[src/rtl/tiny_fpga_cfg_loader_if.sv]
`default_nettype none
// ============================================================================
// Module   : tiny_fpga_cfg_loader_if
// Brief    : AXI-stream style bitstream beat channel for the config loader.
// Revision : 1.0
// ============================================================================
interface tiny_fpga_cfg_loader_if #(
    parameter int DATA_WIDTH = 1
);
    logic                  s_tvalid;
    logic                  s_tready;
    logic [DATA_WIDTH-1:0] s_tdata;
    logic                  s_tlast;

    modport master (output s_tvalid, s_tdata, s_tlast, input  s_tready);
    modport slave  (input  s_tvalid, s_tdata, s_tlast, output s_tready);
endinterface
`default_nettype wire

[src/rtl/tiny_fpga_cfg_loader.sv]
`default_nettype none
// ============================================================================
// Module   : tiny_fpga_cfg_loader
// Brief    : Packs stream beats MSB-first into a CFG_BITS image with framing
//            checks; optional CRC-8 trailer via TINY_FPGA_CFG_CRC_EN.
// Revision : 1.0
// ============================================================================
module tiny_fpga_cfg_loader #(
    parameter int DATA_WIDTH = 1,
    parameter int CFG_BITS   = 64
) (
    input  wire logic              clk,
    input  wire logic              rst_n,
    input  wire logic              cfg,
    tiny_fpga_cfg_loader_if.slave  s_axis,
    output logic [CFG_BITS-1:0]    cfg_bits,
    output logic                   cfg_valid,
    output logic                   busy,
    output logic [1:0]             err_code
);

`ifdef TINY_FPGA_CFG_CRC_EN
    localparam int c_STREAM_BITS = CFG_BITS + 8;
`else
    localparam int c_STREAM_BITS = CFG_BITS;
`endif
    localparam int c_BEATS = c_STREAM_BITS / DATA_WIDTH;
    localparam int c_CNT_W = $clog2(c_BEATS + 1);
    localparam logic [c_CNT_W-1:0] c_LAST_IDX = c_CNT_W'(c_BEATS - 1);

    generate
        if (DATA_WIDTH < 1 || (c_STREAM_BITS % DATA_WIDTH) != 0) begin : g_bad_width
            $error("tiny_fpga_cfg_loader: stream length must be a multiple of DATA_WIDTH");
        end
    endgenerate

    typedef enum logic [1:0] {
        S_IDLE  = 2'd0,
        S_LOAD  = 2'd1,
        S_DRAIN = 2'd2,
        S_DONE  = 2'd3
    } state_t;

    state_t                r_state;
    state_t                w_next_state;
    logic                  r_cfg_q;
    logic [c_CNT_W-1:0]    r_cnt;
    logic [1:0]            w_err_next;
    logic                  w_cfg_start;
    logic                  w_accept;
    logic                  w_last_beat;
    logic                  w_load_beat;
    logic                  w_next_busy;
    logic                  w_crc_ok;
    logic [CFG_BITS-1:0]   w_img;

    assign w_cfg_start = cfg & ~r_cfg_q;
    assign w_accept    = s_axis.s_tvalid & s_axis.s_tready;
    assign w_last_beat = (r_cnt == c_LAST_IDX);
    // A restart in the same cycle as a handshake drops that beat.
    assign w_load_beat = (r_state == S_LOAD) & w_accept & ~w_cfg_start;
    assign w_next_busy = (w_next_state == S_LOAD) || (w_next_state == S_DRAIN);

    always_comb begin
        w_img = cfg_bits;
        for (int i = DATA_WIDTH - 1; i >= 0; i--) begin
`ifdef TINY_FPGA_CFG_CRC_EN
            // Trailing CRC bits run through the checker but never reach the image.
            if ((int'(r_cnt) * DATA_WIDTH) + (DATA_WIDTH - 1 - i) < CFG_BITS)
`endif
                w_img = (w_img << 1) | CFG_BITS'(s_axis.s_tdata[i]);
        end
    end

`ifdef TINY_FPGA_CFG_CRC_EN
    logic [7:0] r_crc;
    logic [7:0] w_crc_next;

    always_comb begin
        w_crc_next = r_crc;
        for (int i = DATA_WIDTH - 1; i >= 0; i--) begin
            w_crc_next = {w_crc_next[6:0], 1'b0}
                       ^ ((w_crc_next[7] ^ s_axis.s_tdata[i]) ? 8'h07 : 8'h00);
        end
    end

    assign w_crc_ok = (w_crc_next == 8'h00);

    always_ff @(posedge clk) begin
        if (!rst_n) begin
            r_crc <= 8'h00;
        end else if (w_cfg_start) begin
            r_crc <= 8'h00;
        end else if (w_load_beat) begin
            r_crc <= w_crc_next;
        end
    end
`else
    assign w_crc_ok = 1'b1;
`endif

    always_ff @(posedge clk) begin
        if (!rst_n) begin
            r_state <= S_IDLE;
        end else begin
            r_state <= w_next_state;
        end
    end

    always_comb begin
        w_next_state = r_state;
        w_err_next   = err_code;
        case (r_state)
            S_IDLE, S_DONE: begin
                if (w_cfg_start) begin
                    w_next_state = S_LOAD;
                    w_err_next   = 2'b00;
                end
            end
            S_LOAD: begin
                if (w_cfg_start) begin
                    w_next_state = S_LOAD;
                    w_err_next   = 2'b00;
                end else if (w_accept) begin
                    if (w_last_beat && s_axis.s_tlast) begin
                        if (w_crc_ok) begin
                            w_next_state = S_DONE;
                        end else begin
                            w_next_state = S_IDLE;
                            w_err_next   = 2'b11;
                        end
                    end else if (w_last_beat) begin
                        w_next_state = S_DRAIN;
                        w_err_next   = 2'b10;
                    end else if (s_axis.s_tlast) begin
                        w_next_state = S_IDLE;
                        w_err_next   = 2'b01;
                    end
                end
            end
            S_DRAIN: begin
                if (w_cfg_start) begin
                    w_next_state = S_LOAD;
                    w_err_next   = 2'b00;
                end else if (w_accept && s_axis.s_tlast) begin
                    w_next_state = S_IDLE;
                end
            end
            default: begin
                w_next_state = S_IDLE;
            end
        endcase
    end

    always_ff @(posedge clk) begin
        if (!rst_n) begin
            r_cfg_q         <= 1'b0;
            r_cnt           <= '0;
            cfg_bits        <= '0;
            cfg_valid       <= 1'b0;
            err_code        <= 2'b00;
            busy            <= 1'b0;
            s_axis.s_tready <= 1'b0;
        end else begin
            r_cfg_q         <= cfg;
            err_code        <= w_err_next;
            cfg_valid       <= (w_next_state == S_DONE);
            busy            <= w_next_busy;
            s_axis.s_tready <= w_next_busy;
            if (w_cfg_start) begin
                r_cnt <= '0;
            end else if (w_load_beat) begin
                cfg_bits <= w_img;
                r_cnt    <= r_cnt + c_CNT_W'(1);
            end
        end
    end

endmodule
`default_nettype wire

[src/flat_wrapper.sv]
// flat-port wrapper written by rule: the top's interface ports become plain ports
module tiny_fpga_cfg_loader_flat 
#(
    parameter int DATA_WIDTH = 1,
    parameter int CFG_BITS   = 64
)
  (clk, rst_n, cfg, cfg_bits, cfg_valid, busy, err_code, s_axis_s_tvalid, s_axis_s_tdata, s_axis_s_tlast, s_axis_s_tready);
  tiny_fpga_cfg_loader_if #(.DATA_WIDTH(DATA_WIDTH)) s_axis_i ();
  input  wire logic clk;
  input  wire logic rst_n;
  input  wire logic cfg;
  output logic [CFG_BITS-1:0] cfg_bits;
  output logic cfg_valid;
  output logic busy;
  output logic [1:0] err_code;
  input wire logic [$bits(s_axis_i.s_tvalid)-1:0] s_axis_s_tvalid;
  input wire logic [$bits(s_axis_i.s_tdata)-1:0] s_axis_s_tdata;
  input wire logic [$bits(s_axis_i.s_tlast)-1:0] s_axis_s_tlast;
  output wire logic [$bits(s_axis_i.s_tready)-1:0] s_axis_s_tready;
  assign s_axis_i.s_tvalid = s_axis_s_tvalid;
  assign s_axis_i.s_tdata = s_axis_s_tdata;
  assign s_axis_i.s_tlast = s_axis_s_tlast;
  assign s_axis_s_tready = s_axis_i.s_tready;
  tiny_fpga_cfg_loader #(.DATA_WIDTH(DATA_WIDTH), .CFG_BITS(CFG_BITS)) u_core (.clk(clk), .rst_n(rst_n), .cfg(cfg), .s_axis(s_axis_i), .cfg_bits(cfg_bits), .cfg_valid(cfg_valid), .busy(busy), .err_code(err_code));
endmodule
[config.mk]
export PLATFORM = sky130hd
export DESIGN_NAME = tiny_fpga_cfg_loader_flat
export DESIGN_NICKNAME = d
export VERILOG_FILES = /design/src/rtl/tiny_fpga_cfg_loader_if.sv /design/src/rtl/tiny_fpga_cfg_loader.sv /design/src/flat_wrapper.sv
export SDC_FILE = /design/constraint.sdc
export NUM_CORES = 1
export LEC_CHECK = 0
export CAP_MARGIN = 40
export CELL_PAD_IN_SITES_DETAIL_PLACEMENT = 0
export CELL_PAD_IN_SITES_GLOBAL_PLACEMENT = 1
export CORE_AREA = 3 3 129 69
export CTS_CLUSTER_DIAMETER = 60
export DETAILED_ROUTE_END_ITERATION = 10
export DIE_AREA = 0 0 132 72
export PLACE_DENSITY_LB_ADDON = 0.1
export SLEW_MARGIN = 20
export SYNTH_ARGS = -nofsm -noshare
export SYNTH_HDL_FRONTEND = slang
export SYNTH_SLANG_ARGS = --single-unit
export TNS_END_PERCENT = 20
[constraint.sdc]
create_clock -name clk -period 4.4 [get_ports clk]
set_input_delay 0.88 -clock clk [delete_from_list [all_inputs] [get_ports clk]]
set_output_delay 0.88 -clock clk [all_outputs]
set_load 0.05 [all_outputs]
==> results of run 1 <==
[final timing paths]
path,to,cells past startpoint
hold / removal,u_core.cfg_bits[63],2
setup reg to reg,u_core.s_axis.s_tready,7
hold reg to reg,u_core.cfg_bits[63],2
setup / recovery,u_core.s_axis.s_tready,7
[registers in the layout, indices dropped and copies added, names as in the netlist]
signal	count
u_core.r_state	2
u_core.cfg_valid	1
u_core.s_axis.s_tready	1
u_core.err_code	2
u_core.cfg_bits	64
u_core.r_cnt	7
u_core.r_cfg_q	1
[synth_stat cells, types with 2 or more instances]
| library cell | instances |
|---|---|
| inv_1 | 5 |
| a21o_1 | 2 |
| nand2b_1 | 2 |
| nor2_1 | 9 |
| clkbuf_1 | 7 |
| nor3_1 | 3 |
| nand2_1 | 135 |
| buf_2 | 8 |
| a21oi_1 | 66 |
| o21ai_1 | 2 |
| xnor2_1 | 4 |
| buf_4 | 8 |
| and2_1 | 3 |
| ha_1 | 4 |
| dfxtp_1 | 78 |
| o21ai_0 | 3 |
| nand3_1 | 5 |
| o31ai_1 | 2 |
[logic make-up after synthesis]
group / count (synthesis) / synth area share (%)
simple gates: 169 / 24.0
fa+ha+maj: 4 / 1.71
compound gates: 80 / 14.5
flops: 78 / 53.3
buf+inv: 28 / 4.96
xor+xnor: 5 / 1.50
[area by class of cell]
class	instances	area (um2)	area share [%]
clock buffers	13	260	6.44
clock inverters	3	42.5	1.05
inverters	5	18.8	0.465
multi-input cells	258	1230	30.4
flip-flops and latches	78	1560	38.6
well taps	112	140	3.47
repair buffers	77	788	19.5
[placed cells by master, fill, tap and decap left out, types with 4 or more instances in the layout]
cell             count
ha_1                 4
a21oi_1             66
nor2_1               8
nand2_1            135
clkdlybuf4s50_1     74
nand3_1              5
inv_1                4
dfxtp_1             78
clkbuf_16            9
xnor2_1              4
[layer usage]
metal | track usage (%) | wire, um
met4 | 4.19 | 73
met1 | 17.5 | 3140
met5 | 0 | 0
met2 | 23.5 | 3110
met3 | 5.61 | 343
[critical path, cell delays in order]
cell and delay, ns:
clkdlybuf4s50_1 0.51, nand3_1 0.24, nor3_1 0.47, a32oi_1 0.18, nor2_1 0.12, ha_1 0.23
and2_1 0.15
[report_power, final]
part	switching, mW	internal [mW]
Combinational	0.0420	0.0192
Clock	0.268	0.469
Sequential	0.00317	0.709
==> impl_metrics.ini, run 1 <==
[logic_synthesis]
synth_edf_count = 0
yosysWarningCount = 0
synthArstFlopShare_pct = 0
synth_fp_nets = 374
mappedNetlistArea_mm2 = 0.00293
synthDistinctLibCells = 36
postSynthCellCount = 364
synth.avg_cell_area_um2 = 8.04
synth_ff_type = dfxtp_1
synthTopCellsByArea = dfxtp_1, nand2_1, a21oi_1
synth_seq_cells = 78
synth.top_cell.area_share_pct = 53.3
yosysSeqAreaShare_pct = 53.3
synth_area_leader_cell = dfxtp_1

[cts]
cts_tree = done
insertion_delay_ns = 0.33
root_buffer = clkbuf_16
post_cts_buffers = 0
ctsHoldBuffers = 0
clk_pin_slew_ns = 0.06
cts_buffers = 9
cts_resized = 0
cts_sinks = 78
cts.path.max_buffers = 2
htreeDepth = 3

[timing]
worst_pin_slew_ns = 0.658
fmax_mhz = 389
whs_ns = 0.460
setup_tns_ns = 0
rsz0062_at_grt = no
skew_ns = 0.00633
final_hold_viol_count = 0
slew_headroom_pct = 56.2
slew_viol_final = 0
setup_ws_ns = 1.83
period_share_pct = 58.4
fin_crit_ns = 2.57
setup_viol = 0

[place]
dp_hpwl_um = 4450
placed_area_mm2 = 0.00374
place_congestion = 0.744
placedCellCount = 530
dp_slack_ns = 1.49
portBuffers = 74

[route]
via_per_inst = 4.64
drtIter0Drc = 122
vias = 2534
drtAntennaViolNets = 0
drtPass1Iterations = 4
routedWlPerCell_um = 12.2
wl_um = 6660
drc = 0

[worst_setup_path]
start_kind = primary input
worstPathRequired_ns = 4.62
r2r_start = u_core.r_state[0]
cp_max_fo = 6
cp-startpoint = s_axis_s_tvalid
r2r_slack_ns = 2.27
path_class = primary input to flop
end_kind = flop
crit_arrival_ns = 2.79

[die]
io_pins = 75
fp.dieH_um = 72
die_w_um = 132
start_util_pct = 37.3
die_area_mm2 = 0.00950
core_mm2 = 0.00786
rows = 23

[grt]
grt_overflow = 0
grt_max_degree = 66
grtUsageTotal_pct = 14.2
grt_first_pass_wirelength_um = 11100
grt_pass1_vias = 2316
antenna_found_initial = 0

[finish]
layout-drive-gt1-share_pct = 5.53
nFillCells = 722
nets = 439
area_delta_synth_final_pct = 38.0
stdcell_area_mm2 = 0.00404
instances_no_fill = 546
final_util_pct = 51.4
antenna_cells = 0

[flow_run]
maxCapViolCount = 0

[min_path]
hold_class = flop to flop
holdCritStartpoint = u_core.cfg_bits[63]

[power]
power_density_mw_per_mm2 = 374
irDropWorstVdd_mv = 0.182
total_power_mw = 1.51
p_leak_nw = 1.32

[outcome]
status = completed
(Power assumes the default switching activity.)
==> inputs of run 2 (changes only) <==
--- a/config.mk
+++ b/config.mk
@@ -8,10 +8,10 @@
 export CAP_MARGIN = 40
 export CELL_PAD_IN_SITES_DETAIL_PLACEMENT = 0
 export CELL_PAD_IN_SITES_GLOBAL_PLACEMENT = 1
-export CORE_AREA = 3 3 129 69
+export CORE_AREA = 3 3 134 71
 export CTS_CLUSTER_DIAMETER = 60
 export DETAILED_ROUTE_END_ITERATION = 10
-export DIE_AREA = 0 0 132 72
+export DIE_AREA = 0 0 137 74
 export PLACE_DENSITY_LB_ADDON = 0.1
 export SLEW_MARGIN = 20
 export SYNTH_ARGS = -nofsm -noshare
==> constraint.sdc (replaced) <==
create_clock -name clk -period 2.4 [get_ports clk]
set_input_delay 0.48 -clock clk [delete_from_list [all_inputs] [get_ports clk]]
set_output_delay 0.48 -clock clk [all_outputs]
set_load 0.05 [all_outputs]
==> impl_metrics.ini, run 2 (synthesis results as in run 1) <==
[route]
via_per_inst = 4.67
drtPass1Iterations = 4
drtIter0Drc = 94
wl_um = 6540
drtAntennaViolNets = 0
routedWlPerCell_um = 11.7
drc = 0
vias = 2599

[timing]
setup_ws_ns = 0.318
final_hold_viol_count = 0
rsz0062_at_grt = no
fmax_mhz = 480
setup_viol = 0
skew_ns = 0.00424
setup_tns_ns = 0
fin_crit_ns = 2.08
slew_headroom_pct = 65.3
worst_pin_slew_ns = 0.519
slew_viol_final = 0
whs_ns = 0.456
period_share_pct = 86.8

[worst_setup_path]
path_class = flop to output port
worstPathCellList = clkdlybuf4s50_1
start_kind = flop
crit_arrival_ns = 1.60
worstPathRequired_ns = 1.92
crit_slowest_cell = clkdlybuf4s50_1
path_buf_inv = 1
cp_max_fo = 6
end_kind = output port
slowest_delay_ns = 0.84
path_delay_family = buffers and inverters

[power]
irDropWorstVdd_mv = 0.346
power_density_mw_per_mm2 = 715
p_leak_nw = 1.37

[place]
dp_hpwl_um = 4460
portBuffers = 74
place_congestion = 0.761
dp_slack_ns = 0.103

[finish]
area_delta_synth_final_pct = 41.4
nets = 445
top_regs = u_core.cfg_bits x64, u_core.r_cnt x7
nFillCells = 833
antenna_cells = 0
layout-drive-gt1-share_pct = 6.82
max_flop_register = u_core.cfg_bits
largest_reg_flops = 64
final_common_cell = nand2_1
multi_input_area_mm2 = 0.00123
final-seq-area_mm2 = 0.00156
final_cell_mix = nand2_1, dfxtp_1, clkdlybuf4s50_1

[die]
start_util_pct = 34.3
io_pins = 75
die_area_mm2 = 0.0101
rows = 24
fp.dieH_um = 74
core_mm2 = 0.00853
die_w_um = 137

[flow_run]
maxCapViolCount = 0

[min_path]
hold_class = flop to flop

[grt]
grtUsageTotal_pct = 13.4
grt_pass1_vias = 2366
grt_overflow = 0
grt_first_pass_wirelength_um = 10900
antenna_found_initial = 0
grt_max_degree = 66

[cts]
cts_tree = done
insertion_delay_ns = 0.33
ctsHoldBuffers = 0
cts.path.max_buffers = 2
post_cts_buffers = 0
cts_buffers = 9
root_buffer = clkbuf_16
clk_pin_slew_ns = 0.06
htreeDepth = 3
cts_sinks = 78
cts_resized = 0

[outcome]
status = completed
==> run 2: report_power, final <==
part           leakage [nW]  internal, mW  total, mW  switching (mW)
clock network         0.160          1.02       1.54           0.517
logic                 0.576        0.0390      0.116          0.0767
registers             0.629          1.30       1.31         0.00611
total                  1.37          2.36       2.96           0.600
==> run 2: layer usage <==
metal | vias to the layer above | track usage [%] | share of wire [%]
met2 | 69 | 21.4 | 46
met5 | - | 0 | 0
met4 | 0 | 3.98 | 0.61
met3 | 5 | 5.34 | 6.2
met1 | 1194 | 17.0 | 48
li1 | 1331 | - | -
==> run 2: through the flow <==
stage / cells / instance area, um2 / power, mW / utilization (%)
2_1_floorplan: 364 / 2930 / 1.41 / -
3_3_place_gp: 541 / 3800 / 1.45 / 44.6
3_5_place_dp: 541 / 3800 / 1.45 / 44.6
4_1_cts: 557 / 4140 / 3.01 / 48.5
5_1_grt: 557 / 4140 / 3.08 / 48.5
6_report: 557 / 4140 / 2.96 / 48.5
==> run 2: cell type report <==
type	instances	area share (%)
multi-input cells	258	29.7
clock buffers	11	5.62
inverters	5	0.453
flip-flops and latches	78	37.7
clock inverters	5	2.57
well taps	117	3.54
repair buffers	83	20.4
==> run 2: tightest hold or removal path, delay by kind of cell (launching register included) <==
family | cells | cell delay (ns)
and+or+nand+nor | 1 | 0.05
DFF | 1 | 0.31
AOI/OAI and AO/OA | 1 | 0.05
==> run 2: worst paths after layout <==
kind | depth (start not counted) | slack [ns] | end | startpoint
worst max-delay path | 1 | 0.32 | s_axis_s_tready | u_core.s_axis.s_tready
worst min register to register | 2 | 0.46 | u_core.cfg_bits[63] | u_core.cfg_bits[63]
worst min-delay path | 2 | 0.46 | u_core.cfg_bits[63] | u_core.cfg_bits[63]
worst max register to register | 8 | 0.45 | u_core.s_axis.s_tready | u_core.r_state[0]
==> inputs of run 3 (changes only) <==
--- a/config.mk
+++ b/config.mk
@@ -8,11 +8,12 @@
 export CAP_MARGIN = 40
 export CELL_PAD_IN_SITES_DETAIL_PLACEMENT = 0
 export CELL_PAD_IN_SITES_GLOBAL_PLACEMENT = 1
-export CORE_AREA = 3 3 134 71
+export CORE_AREA = 2 2 133 70
 export CTS_CLUSTER_DIAMETER = 60
+export CTS_CLUSTER_SIZE = 28
 export DETAILED_ROUTE_END_ITERATION = 10
-export DIE_AREA = 0 0 137 74
-export PLACE_DENSITY_LB_ADDON = 0.1
+export DIE_AREA = 0 0 135 72
+export PLACE_DENSITY_LB_ADDON = 0.05
 export SLEW_MARGIN = 20
 export SYNTH_ARGS = -nofsm -noshare
 export SYNTH_HDL_FRONTEND = slang
==> impl_metrics.ini, run 3 (synthesis results as in run 1) <==
[outcome]
status = completed

[grt]
grt_pass1_vias = 2284
grt_max_degree = 66
antenna_found_initial = 0
grt_overflow = 0
grt_first_pass_wirelength_um = 10700
grtUsageTotal_pct = 13.9

[worst_setup_path]
cp_max_fo = 6
crit_arrival_ns = 1.60
start_kind = flop
worstPathRequired_ns = 1.92
path_buf_inv = 1
slowest_delay_ns = 0.84
cp-startpoint = u_core.s_axis.s_tready
end_kind = output port
worstPathCellList = clkdlybuf4s50_1
crit_slowest_cell = clkdlybuf4s50_1
r2r_start = u_core.r_state[0]
path_class = flop to output port
path_delay_family = buffers and inverters

[finish]
max_flop_register = u_core.cfg_bits
layout-drive-gt1-share_pct = 6.62
antenna_cells = 0
stdcell_area_mm2 = 0.00408
final_cell_mix = nand2_1, dfxtp_1, clkdlybuf4s50_1
largest_reg_flops = 64
nets = 444
final_common_cell = nand2_1
top_regs = u_core.cfg_bits x64, u_core.r_cnt x7
instances_no_fill = 555
area_delta_synth_final_pct = 39.5

[timing]
skew_ns = 0.00550
fmax_mhz = 481
period_share_pct = 86.5
fin_crit_ns = 2.08
setup_tns_ns = 0
setup_ws_ns = 0.323
setup_viol = 0
slew_headroom_pct = 63.5
rsz0062_at_grt = no
final_hold_viol_count = 0
slew_viol_final = 0
worst_pin_slew_ns = 0.545

[power]
intPower_mw = 2.16
power.share.clock_pct = 48.0
combPwrFrac_pct = 4.3
total_power_mw = 2.74
power_density_mw_per_mm2 = 671
p_leak_nw = 1.34
seq_power_share_pct = 47.7
power_switching_mw = 0.576
irDropWorstVdd_mv = 0.300
swShare_pct = 21.0

[cts]
root_buffer = clkbuf_16
cts.path.max_buffers = 2
insertion_delay_ns = 0.33
post_cts_buffers = 0
cts_buffers = 9
cts_sinks = 78
cts_resized = 0
ctsHoldBuffers = 0
clk_pin_slew_ns = 0.06
cts_tree = done
htreeDepth = 3

[route]
routedWlPerCell_um = 11.8
wl_um = 6560
drc = 0
drtIter0Drc = 112
drtPass1Iterations = 4
drtAntennaViolNets = 0
via_per_inst = 4.59
vias = 2547

[die]
fp.dieH_um = 72
core_mm2 = 0.00853
rows = 24
die_w_um = 135
start_util_pct = 34.3
io_pins = 75
die_area_mm2 = 0.00972

[place]
placed_area_mm2 = 0.00379
dp_slack_ns = 0.122
dp_hpwl_um = 4270
placedCellCount = 540
portBuffers = 74
place_congestion = 0.803

[min_path]
holdCritStartpoint = u_core.cfg_bits[63]
hold_class = flop to flop

[flow_run]
maxCapViolCount = 0
## run 3: cell count changes in the layout (fill, tap and decap cells not counted)
cell,delta
clkinv_2,+2
buf_4,-1
inv_6,-1
clkbuf_1,-1
bufinv_16,-2
clkbuf_8,+1
## run 3: final cells by class
cell class	instances	area, um2
fillers	855	4440
well taps	117	146
inverters	5	18.8
flip-flops and latches	78	1560
repair buffers	82	838
multi-input cells	258	1230
clock inverters	4	47.5
clock buffers	11	243
## run 3: power by group through the flow
stage,Combinational [mW],Sequential (mW),Clock (mW)
global route,0.128,1.31,1.43
finish,0.118,1.31,1.32
global placement,0.116,1.33,0
detailed placement,0.119,1.33,0
floorplan,0.0730,1.34,0
CTS,0.119,1.31,1.37
## run 3: worst paths after layout
| kind | end | slack, ns | cells past startpoint |
|---|---|---|---|
| min reg2reg | u_core.cfg_bits[63] | 0.45 | 2 |
| max reg2reg | u_core.s_axis.s_tready | 0.44 | 8 |
| max | s_axis_s_tready | 0.32 | 1 |
| min | u_core.cfg_bits[63] | 0.45 | 2 |
## run 3: metrics by stage
step,utilization (%),hold WS (ns)
3_5_place_dp,44.5,0.447
6_report,47.9,0.452
2_1_floorplan,-,0.453
4_1_cts,47.9,0.455
5_1_grt,47.9,0.485
3_3_place_gp,44.5,0.442
## run 3: layer usage
layer | global-route usage (%) | wire, um | vias up
met2 | 24.5 | 3220 | 53
met3 | 5.38 | 313 | 6
met4 | 4.86 | 42 | 0
li1 | - | - | 1330
met5 | 0 | 0 | -
met1 | 15.7 | 2990 | 1158
